File: config.mk
export PLATFORM = sky130hd
export DESIGN_NAME = fifo_push_arbiter
export DESIGN_NICKNAME = d
export VERILOG_FILES = /design/src/rtl/fifo_arb_pkg.sv /design/src/rtl/fifo_push_arbiter_rr_pick.sv /design/src/rtl/fifo_push_arbiter.sv
export SDC_FILE = /design/constraint.sdc
export NUM_CORES = 1
export LEC_CHECK = 0
export ABC_CLOCK_PERIOD_IN_PS = 3400
export BUFFER_PORTS_ARGS = -buffer_cell sky130_fd_sc_hd__buf_2
export CAP_MARGIN = 10
export CORE_UTILIZATION = 37
export CTS_CLUSTER_DIAMETER = 120
export DETAILED_ROUTE_END_ITERATION = 6
export GPL_TIMING_DRIVEN = 0
export PLACE_DENSITY_LB_ADDON = 0.25
export SYNTH_ARGS = -nofsm -noshare
export SYNTH_HDL_FRONTEND = slang
export SYNTH_SLANG_ARGS = --single-unit
File: constraint.sdc
create_clock -name clk -period 3.4 [get_ports clk]
set_clock_uncertainty 0.1 [all_clocks]
set_input_delay 0.51 -clock clk [delete_from_list [all_inputs] [get_ports clk]]
set_output_delay 0.51 -clock clk [all_outputs]
set_load 0.005 [all_outputs]
File: src/rtl/fifo_arb_pkg.sv
// Shared constants and helpers for the FIFO push arbiter.
package fifo_arb_pkg;

    localparam int STAT_W = 16;
    localparam logic [STAT_W-1:0] STAT_MAX = 16'hFFFF;

    // Ceiling log2; returns 0 for v <= 1.
    function automatic int clog2(input int v);
        int r;
        r = 0;
        while ((1 << r) < v) r++;
        return r;
    endfunction

    // Index type for the default requester count.
    localparam int ARB_N = 4;
    typedef logic [clog2(ARB_N)-1:0] idx_t;

endpackage

File: src/rtl/fifo_push_arbiter_rr_pick.sv
// Combinational round-robin picker: rotate valid so that 'start' sits at
// bit 0, take the lowest set bit, then map the offset back to an index.
module rr_pick #(
    parameter int N  = 4,
    parameter int IW = 2
) (
    input  logic [N-1:0]  valid,
    input  logic [IW-1:0] start,
    output logic [N-1:0]  grant,
    output logic [IW-1:0] idx,
    output logic          any
);

    logic [N-1:0] rot;
    int           off;
    int           pos;

    // Rotate, priority-encode, unrotate.
    always_comb begin
        rot   = '0;
        any   = 1'b0;
        off   = 0;
        pos   = 0;
        grant = '0;
        for (int k = 0; k < N; k++) begin
            pos = int'(start) + k;
            if (pos >= N) pos = pos - N;
            rot[k] = valid[pos];
        end
        for (int k = 0; k < N; k++) begin
            if (rot[k] && !any) begin
                any = 1'b1;
                off = k;
            end
        end
        pos = int'(start) + off;
        if (pos >= N) pos = pos - N;
        idx = IW'(pos);
        if (any) grant[pos] = 1'b1;
    end

endmodule

File: src/rtl/fifo_push_arbiter.sv
// Round-robin arbiter sharing one FIFO push port among N requesters, with an
// optional bounded burst for the current owner.
// Build option: define FIFO_ARB_STATS_EN to add per-requester grant counters.
module fifo_push_arbiter
    import fifo_arb_pkg::*;
#(
    parameter int N         = 4,
    parameter int W         = 2,
    parameter int MAX_BURST = 1,
    localparam int IW       = clog2(N),
    localparam int BW       = clog2(MAX_BURST) + 1
) (
    input  logic              clk,
    input  logic              reset,
    input  logic [N-1:0]      io_req_valid,
    input  logic [N*W-1:0]    io_req_data,
    output logic [N-1:0]      io_req_ready,
    input  logic              io_fifo_full,
    output logic              io_fifo_push,
    output logic [W-1:0]      io_fifo_din,
    output logic [IW-1:0]     io_grant_idx,
    input  logic [IW-1:0]     io_stat_sel,
    output logic [STAT_W-1:0] io_stat_count
);

    logic [IW-1:0] last_ptr;
    logic [BW-1:0] burst_cnt;

    logic [IW-1:0] scan_start;
    logic [N-1:0]  pick_grant;
    logic [IW-1:0] pick_idx;
    logic          pick_any;
    logic          owner_cont;
    logic          grant_any;
    logic [IW-1:0] gidx;

    // Scan always begins just past the last owner; owner continuation
    // overrides the scan result while its burst has budget left.
    always_comb begin
        scan_start = (int'(last_ptr) == N - 1) ? '0 : last_ptr + 1'b1;
    end

    rr_pick #(
        .N  (N),
        .IW (IW)
    ) u_pick (
        .valid (io_req_valid),
        .start (scan_start),
        .grant (pick_grant),
        .idx   (pick_idx),
        .any   (pick_any)
    );

    // Grant decision and FIFO-side outputs; burst_cnt = 0 means no owner.
    always_comb begin
        owner_cont   = io_req_valid[last_ptr] && (burst_cnt != '0) &&
                       (burst_cnt < BW'(MAX_BURST));
        grant_any    = !reset && !io_fifo_full && (owner_cont || pick_any);
        gidx         = owner_cont ? last_ptr : pick_idx;
        io_req_ready = '0;
        io_fifo_din  = '0;
        io_grant_idx = '0;
        if (grant_any) begin
            io_req_ready[gidx] = 1'b1;
            io_fifo_din        = io_req_data[int'(gidx)*W +: W];
            io_grant_idx       = gidx;
        end
        io_fifo_push = grant_any;
    end

    // Owner and burst tracking; a grant not continuing the burst starts a new one.
    always_ff @(posedge clk) begin
        if (reset) begin
            last_ptr  <= IW'(N - 1);
            burst_cnt <= '0;
        end else if (grant_any) begin
            if (owner_cont) begin
                burst_cnt <= burst_cnt + 1'b1;
            end else begin
                last_ptr  <= gidx;
                burst_cnt <= BW'(1);
            end
        end
    end

`ifdef FIFO_ARB_STATS_EN
    logic [STAT_W-1:0] stat_cnt [N];

    // Saturating per-requester handshake counters.
    always_ff @(posedge clk) begin
        if (reset) begin
            for (int i = 0; i < N; i++) stat_cnt[i] <= '0;
        end else begin
            for (int i = 0; i < N; i++) begin
                if (io_req_ready[i] && io_req_valid[i] && stat_cnt[i] != STAT_MAX)
                    stat_cnt[i] <= stat_cnt[i] + 1'b1;
            end
        end
    end

    // Selected counter readout, forced to zero during reset.
    always_comb begin
        io_stat_count = '0;
        if (!reset && int'(io_stat_sel) < N) io_stat_count = stat_cnt[io_stat_sel];
    end
`else
    logic unused_stat_sel;

    // Counters not built; select input intentionally ignored.
    always_comb begin
        unused_stat_sel = ^io_stat_sel;
        io_stat_count   = '0;
    end
`endif

    // Picker one-hot is equivalent to the index form used above.
    logic unused_pick_grant;
    assign unused_pick_grant = ^pick_grant;

endmodule

==> summary.md, run 1 <==
| Metric | Value |
|---|---|
| Starting Density | `39.73%` |
| Antenna violations before repair | `0` |
| Crit-path cells | `ha_1 -> nand2_1 -> a21oi_1 -> nor2_1 -> a21oi_1 -> a21oi_1 -> ha_2 -> mux2i_1 -> nor2_1 -> mux2_1 -> buf_2` |
| Setup crit start kind | `flip-flop` |
| Met3 Use GR | `3.468%` |
| # diodes | `0` |
| I/O pins | `42` |
| Netlist cell types | `27` |
| Syn-to-layout area delta | `42.89%` |
| WHS Path Cells | `2` |
| Crit-path max FO | `8` |
| Setup slack at placement | `210.7 ps` |
| #FFs+latches synth | `2` |
| Root buf cell | `clkbuf_4` |
| Post-synthesis sequential area ratio | `7.843%` |
| Vias per Instance | `4.188` |
| Placer Congestion | `0.6431` |
| Most frequent cells in the layout | `buf_2, buf_4, conb_1` |
| CTS tree | `built` |
| Biggest register | `last_ptr` |
| Clk pin slew, worst setup/hold paths | `30 ps` |
| Reg area | `40.04 um^2` |
| Share of the core filled with cells | `56.77%` |
| Buf+Inv Stages, Crit Path | `1` |
| Final Slew Violations | `0` |
| Area of the multi-input gates | `389.1 um^2` |
| H-tree depth | `1` |
| Worst hold start | `last_ptr[1]` |
| Wire per inst | `7.297 um` |
| Num CTS Buffers | `3` |
| Outcome | `finished, final reports clean` |
| R2R cell count | `11` |
| Global-route usage over all layers | `13.17%` |
| Clock sink count | `2` |
| First drt pass iteration count | `2` |
| FF-to-FF setup slack | `1120 ps` |
| Max rail drop VDD | `0.2091 mV` |
| CP startpoint | `last_ptr[0]` |
| FP Rows | `13` |
| Drc violations | `0` |
| F_max | `0.3139 GHz` |
| Die height | `39.15 um` |
| Hpwl dp | `781.8 um` |
| Hold slack | `408.5 ps` |
| First-pass GRT wire length | `1.442 mm` |
| Final WS setup | `214.7 ps` |
| Via count | `536` |
| WP data arrival | `2580 ps` |
| WS Path Type | `reg -> out` |
| Final antenna-violating net count | `0` |
| Min-delay worst type | `reg -> reg` |
| Most common cell after layout, fill and taps aside | `buf_2` |
| Area of the core | `0.001285 mm^2` |
| Fill count | `134` |
| Post-Syn Area | `510.5 um^2` |
| Post-Route WL | `934 um` |
| Layout cells sized above 1 | `45.13%` |
| Power density cells | `359.4 mW/mm^2` |
| Worst-Skew Late Latency | `220 ps` |
| Critical R2R Launch | `last_ptr[0]` |
| CP required | `2790 ps` |
| Initial DRC Count | `3` |
| Grt met1 use | `15.99%` |
| Max FFs per register | `2` |
| Most frequent cell on the critical path | `a21oi_1` |
| Critical Path End Type | `output pin` |
| Ys Warns | `0` |
| Crit-path max cell delay | `460 ps` |
| Number of global-route vias before repair | `392` |
| Post-Syn Instances | `72` |
| Slowest cell on crit path | `ha_2` |
| Die ar. | `0.001532 mm^2` |
| Filler-free cell count of the finished design | `128` |
| Routing usage on met2 | `24.17%` |
| WHS Endpoint | `last_ptr[1]` |
| Number of max-cap violations | `0` |
| Mapped Avg Cell Area | `7.090 um^2` |
| Setup-failing EPs final | `0` |
| GR peak layer | `met2` |
| Grt total ovfl | `0` |
| Reg2reg end | `last_ptr[1]` |
| Die width | `39.15 um` |
| Fin. Hold Viols | `0` |
| Leakage | `0.4256 nW` |
| CP delay by family, top | `adder cells` |
| Final period util | `93.69%` |
| Longest Clk Path Bufs | `2` |
| Largest regs | `last_ptr: 2 flops` |
| Post-Place Cells | `125` |
| Largest net degree at the start of global routing | `9` |
| Post-layout min period | `3185 ps` |
| IO buf count | `23` |
| Nets | `134` |
| Post-CTS Hold Buffers | `0` |
layout make-up:
type                    count  area share [%]
plain buffers              17           17.15
multi-input cells          64           53.34
flip-flops and latches      2           5.489
repair buffers             24           16.81
inverters                   3           1.544
well taps                  15           2.573
clock buffers               3           3.087
synthesized netlist by cell type:
master    number  share of area (%)
buf_4         16                 24
nor2_1        12                8.8
a21oi_1        5                4.9
nand2_1        5                3.7
mux2i_1        4                7.8
inv_1          3                2.2
nor3_1         3                2.9
dfxtp_1        2                7.8
ha_1           2                4.9
mux2_1         2                4.4
o21ai_0        2                2.0
a221oi_1       1                1.7
a311oi_1       1                1.7
a31oi_2        1                2.5
and2_2         1                1.5
buf_1          1               0.73
buf_2          1               0.98
conb_1         1               0.73
mux2_2         1                2.2
nand3b_1       1                1.5
nor2b_4        1                2.7
nor3b_2        1                2.5
nor4_1         1                1.2
o21ai_1        1               0.98
or3_1          1                1.2
xnor2_1        1                1.7
xnor2_2        1                3.2
where the power goes:
part	leakage (nW)	switching (mW)	internal (mW)	total, mW
clock	0.0138	0.0110	0.0387	0.0497
combinational	0.395	0.0863	0.0955	0.182
sequential	0.0167	0.00275	0.0279	0.0307
total	0.426	0.100	0.162	0.262
per-layer routing:
metal / part of all wire [%] / vias to the layer above
li1: - / 297
met1: 49 / 213
met2: 42 / 26
met3: 9.5 / 0
met4: 0 / 0
met5: 0 / -
through the flow:
| step | area (um^2) | TNS (ps) | power [mW] |
|---|---|---|---|
| floorplan | 566.8 | 0 | 0.1621 |
| global placement | 700.7 | 0 | 0.2005 |
| detailed placement | 700.7 | 0 | 0.2021 |
| CTS | 719.4 | 0 | 0.2549 |
| global route | 729.5 | -11.17 | 0.2878 |
| finish | 729.5 | 0 | 0.2622 |
cell families (layout without fill, tap and decap cells):
family | Yosys count | in the layout | synth area share, %
AND/OR/NAND/NOR | 26 | 26 | 25.98
buffers and inverters | 21 | 47 | 27.45
AO/OA/AOI/OAI | 11 | 11 | 13.72
multiplexers | 7 | 7 | 14.46
adder cells (fa/ha/maj) | 2 | 2 | 4.901
XOR/XNOR | 2 | 2 | 4.903
flip-flops | 2 | 2 | 7.843
other | 1 | 16 | 0.7346
worst min-delay path, cell delays in order, from the launching register on:
cell and delay [ps]:
dfxtp_1 320, nor3_1 50, a21oi_1 100
repair_timing:
item,CTS,global route
pin swaps,0,1
gates cloned,0,0
gates resized for setup,0,1
buffers inserted,0,1
endpoints found under the setup margin,2,2
how the worst max path moves through the flow:
stage | endpoint | slack, ps | cells past startpoint
after floorplan | io_fifo_din[0] | 530 | 10
after global placement | io_fifo_din[0] | 270 | 12
after detailed placement | io_fifo_din[0] | 210 | 12
after CTS | io_fifo_din[0] | 110 | 11
after global routing | io_fifo_din[0] | -10 | 11
final | io_fifo_din[0] | 210 | 11
Note: power is estimated with default switching activity, not from simulation.
==> inputs of run 2 (changes only) <==
BUFFER_PORTS_ARGS = not set   (was -buffer_cell sky130_fd_sc_hd__buf_2)
CORE_AREA = 2 2 39 41   (was not set)
CORE_UTILIZATION = not set   (was 37)
DIE_AREA = 0 0 41 43   (was not set)
DONT_BUFFER_PORTS = 1   (was not set)
==> run 2 against run 1 <==
Sequential cell count unchanged. Critical endpoint is now io_fifo_din[1]. Combinational power down 18%. Global-route usage down 2.1 points. Utilization down 13 points. Largest cell class unchanged. Largest power group unchanged.
==> summary.md, run 2 (same netlist as run 1, synthesis figures left out) <==
| Metric | Value |
|---|---|
| Final Slew Violations | `0 (unchanged)` |
| Starting Density | `36.89% (-2.8 points)` |
| Root buf cell | `clkbuf_4` |
| Largest net degree at the start of global routing | `9 (unchanged)` |
| Worst-Skew Late Latency | `230 ps (about the same)` |
| Die height | `43 um (+9.8%)` |
| Final period util | `93.94% (+0.26 points)` |
| Largest regs | `last_ptr: 2 flops` |
| Number of max-cap violations | `0 (unchanged)` |
| Max FFs per register | `2 (unchanged)` |
| Critical Path End Type | `output pin` |
| Crit-path max FO | `8 (unchanged)` |
| Setup slack at placement | `331.3 ps (+120.6 ps)` |
| WP data arrival | `2580 ps (about the same)` |
| Drc violations | `0 (unchanged)` |
| I/O pins | `42 (unchanged)` |
| Nets | `110 (-18%)` |
| Max rail drop VDD | `0.1771 mV (-15%)` |
| Via count | `466 (-13%)` |
| Post-layout min period | `3194 ps (+8.752 ps)` |
| Fin area | `605.6 um^2 (-17%)` |
| Layout cells sized above 1 | `29.21% (-16 points)` |
| Initial DRC Count | `4 (+1)` |
| F_max | `0.3131 GHz (-0.27%)` |
| Final antenna-violating net count | `0 (unchanged)` |
| Power Total | `0.2334 mW (-11%)` |
| Die width | `41 um (+4.7%)` |
| Placer Congestion | `0.6237 (-3.0%)` |
| RSZ-0062 raised after global routing | `false` |
| Setup bufs post-CTS | `0 (unchanged)` |
| Min-delay worst type | `in -> reg` |
| Clk pin slew, worst setup/hold paths | `30 ps (about the same)` |
| # diodes | `0 (unchanged)` |
| Final WS setup | `205.9 ps (-8.752 ps)` |
| PostCTS Resize Cnt | `0 (unchanged)` |
| Area of the core | `0.001384 mm^2 (+7.7%)` |
| Number of global-route vias before repair | `346 (-12%)` |
| FP Rows | `14 (+1)` |
| First drt pass iteration count | `3 (+1)` |
| Die ar. | `0.001763 mm^2 (+15%)` |
| Setup crit start kind | `flip-flop` |
| WS Path Type | `reg -> out` |
| Crit-path cells | `ha_1 -> o21ai_0 -> a21oi_1 -> nor3_1 -> a21oi_1 -> ha_1 -> xnor2_1 -> xnor2_2 -> mux2_1` |
| Most frequent cells in the layout | `buf_4, conb_1, nor2_1` |
| Clock sink count | `2 (unchanged)` |
| Post-Route WL | `927 um (-0.75%)` |
| Outcome | `finished, final reports clean` |
| Biggest register | `last_ptr` |
| IO buf count | `0 (-100%)` |
| Hpwl dp | `787 um (+0.67%)` |
| Antenna violations before repair | `0 (unchanged)` |
| Fin. Hold Viols | `0 (unchanged)` |
| Global-route usage over all layers | `11.10% (-2.1 points)` |
| Crit-path max cell delay | `400 ps (-60 ps)` |
| Grt total ovfl | `0 (unchanged)` |
| Hold slack | `297.1 ps (-111.5 ps)` |
| Num CTS Buffers | `3 (unchanged)` |
| Post-CTS Hold Buffers | `0 (unchanged)` |
| Power density cells | `385.4 mW/mm^2 (+7.2%)` |
| H-tree depth | `1 (unchanged)` |
| Setup-failing EPs final | `0 (unchanged)` |
| First-pass GRT wire length | `1.235 mm (-14%)` |
| Area after DPL | `586.8 um^2 (-16%)` |
| Syn-to-layout area delta | `18.63%` |
| Wire per inst | `8.829 um (+21%)` |
| Longest Clk Path Bufs | `2 (unchanged)` |
| Leakage | `0.3207 nW (-25%)` |
| Slowest cell on crit path | `ha_1` |
| Vias per Instance | `4.438 (+6.0%)` |
| CP required | `2790 ps (about the same)` |
| Post-route setup TNS | `0 ps (unchanged)` |
| CTS tree | `built` |
==> run 2: final cells by class <==
class | instances | area [um^2]
buffer | 17 | 125.1
clock buffer | 3 | 22.52
sequential | 2 | 40.04
tap | 16 | 20.02
multi-input combinational | 64 | 386.6
inverter | 3 | 11.26
fill | 155 | 778.2
==> run 2: worst paths after layout <==
| path | startpoint | to | slack, ps | cells past startpoint |
|---|---|---|---|---|
| worst max register to register | last_ptr[0] | last_ptr[1] | 1090 | 9 |
| worst max-delay path | last_ptr[0] | io_fifo_din[1] | 210 | 9 |
| worst min-delay path | reset | last_ptr[0] | 300 | 1 |
| worst min register to register | last_ptr[1] | last_ptr[1] | 410 | 2 |
==> run 2: routing by layer <==
metal	share of wire [%]	GRT usage, %	vias up
li1	-	-	247
met1	41	11.11	188
met2	47	15.63	29
met3	11	5.759	2
met4	0.86	10.00	0
met5	0	0	-
==> run 2: per-stage QoR <==
stage               util [%]  cells
floorplan                  -     87
global route           43.76    105
detailed placement     42.41    103
CTS                    44.03    106
finish                 43.76    105
global placement       42.41    103
==> run 2: power breakdown <==
part / leakage (nW) / switching (mW) / internal, mW / total (mW)
Sequential: 0.0167 / 0.00276 / 0.0279 / 0.0307
Clock: 0.0138 / 0.0141 / 0.0390 / 0.0530
Combinational: 0.290 / 0.0778 / 0.0719 / 0.150
Total: 0.321 / 0.0947 / 0.139 / 0.233
==> run 2: critical path: cells and delay by family, from the launching register on <==
kind | cells | cell delay (ps)
flip-flops | 1 | 320
multiplexers | 1 | 390
XOR/XNOR | 2 | 530
AO/OA/AOI/OAI | 3 | 330
AND/OR/NAND/NOR | 1 | 160
adder cells (fa/ha/maj) | 2 | 610
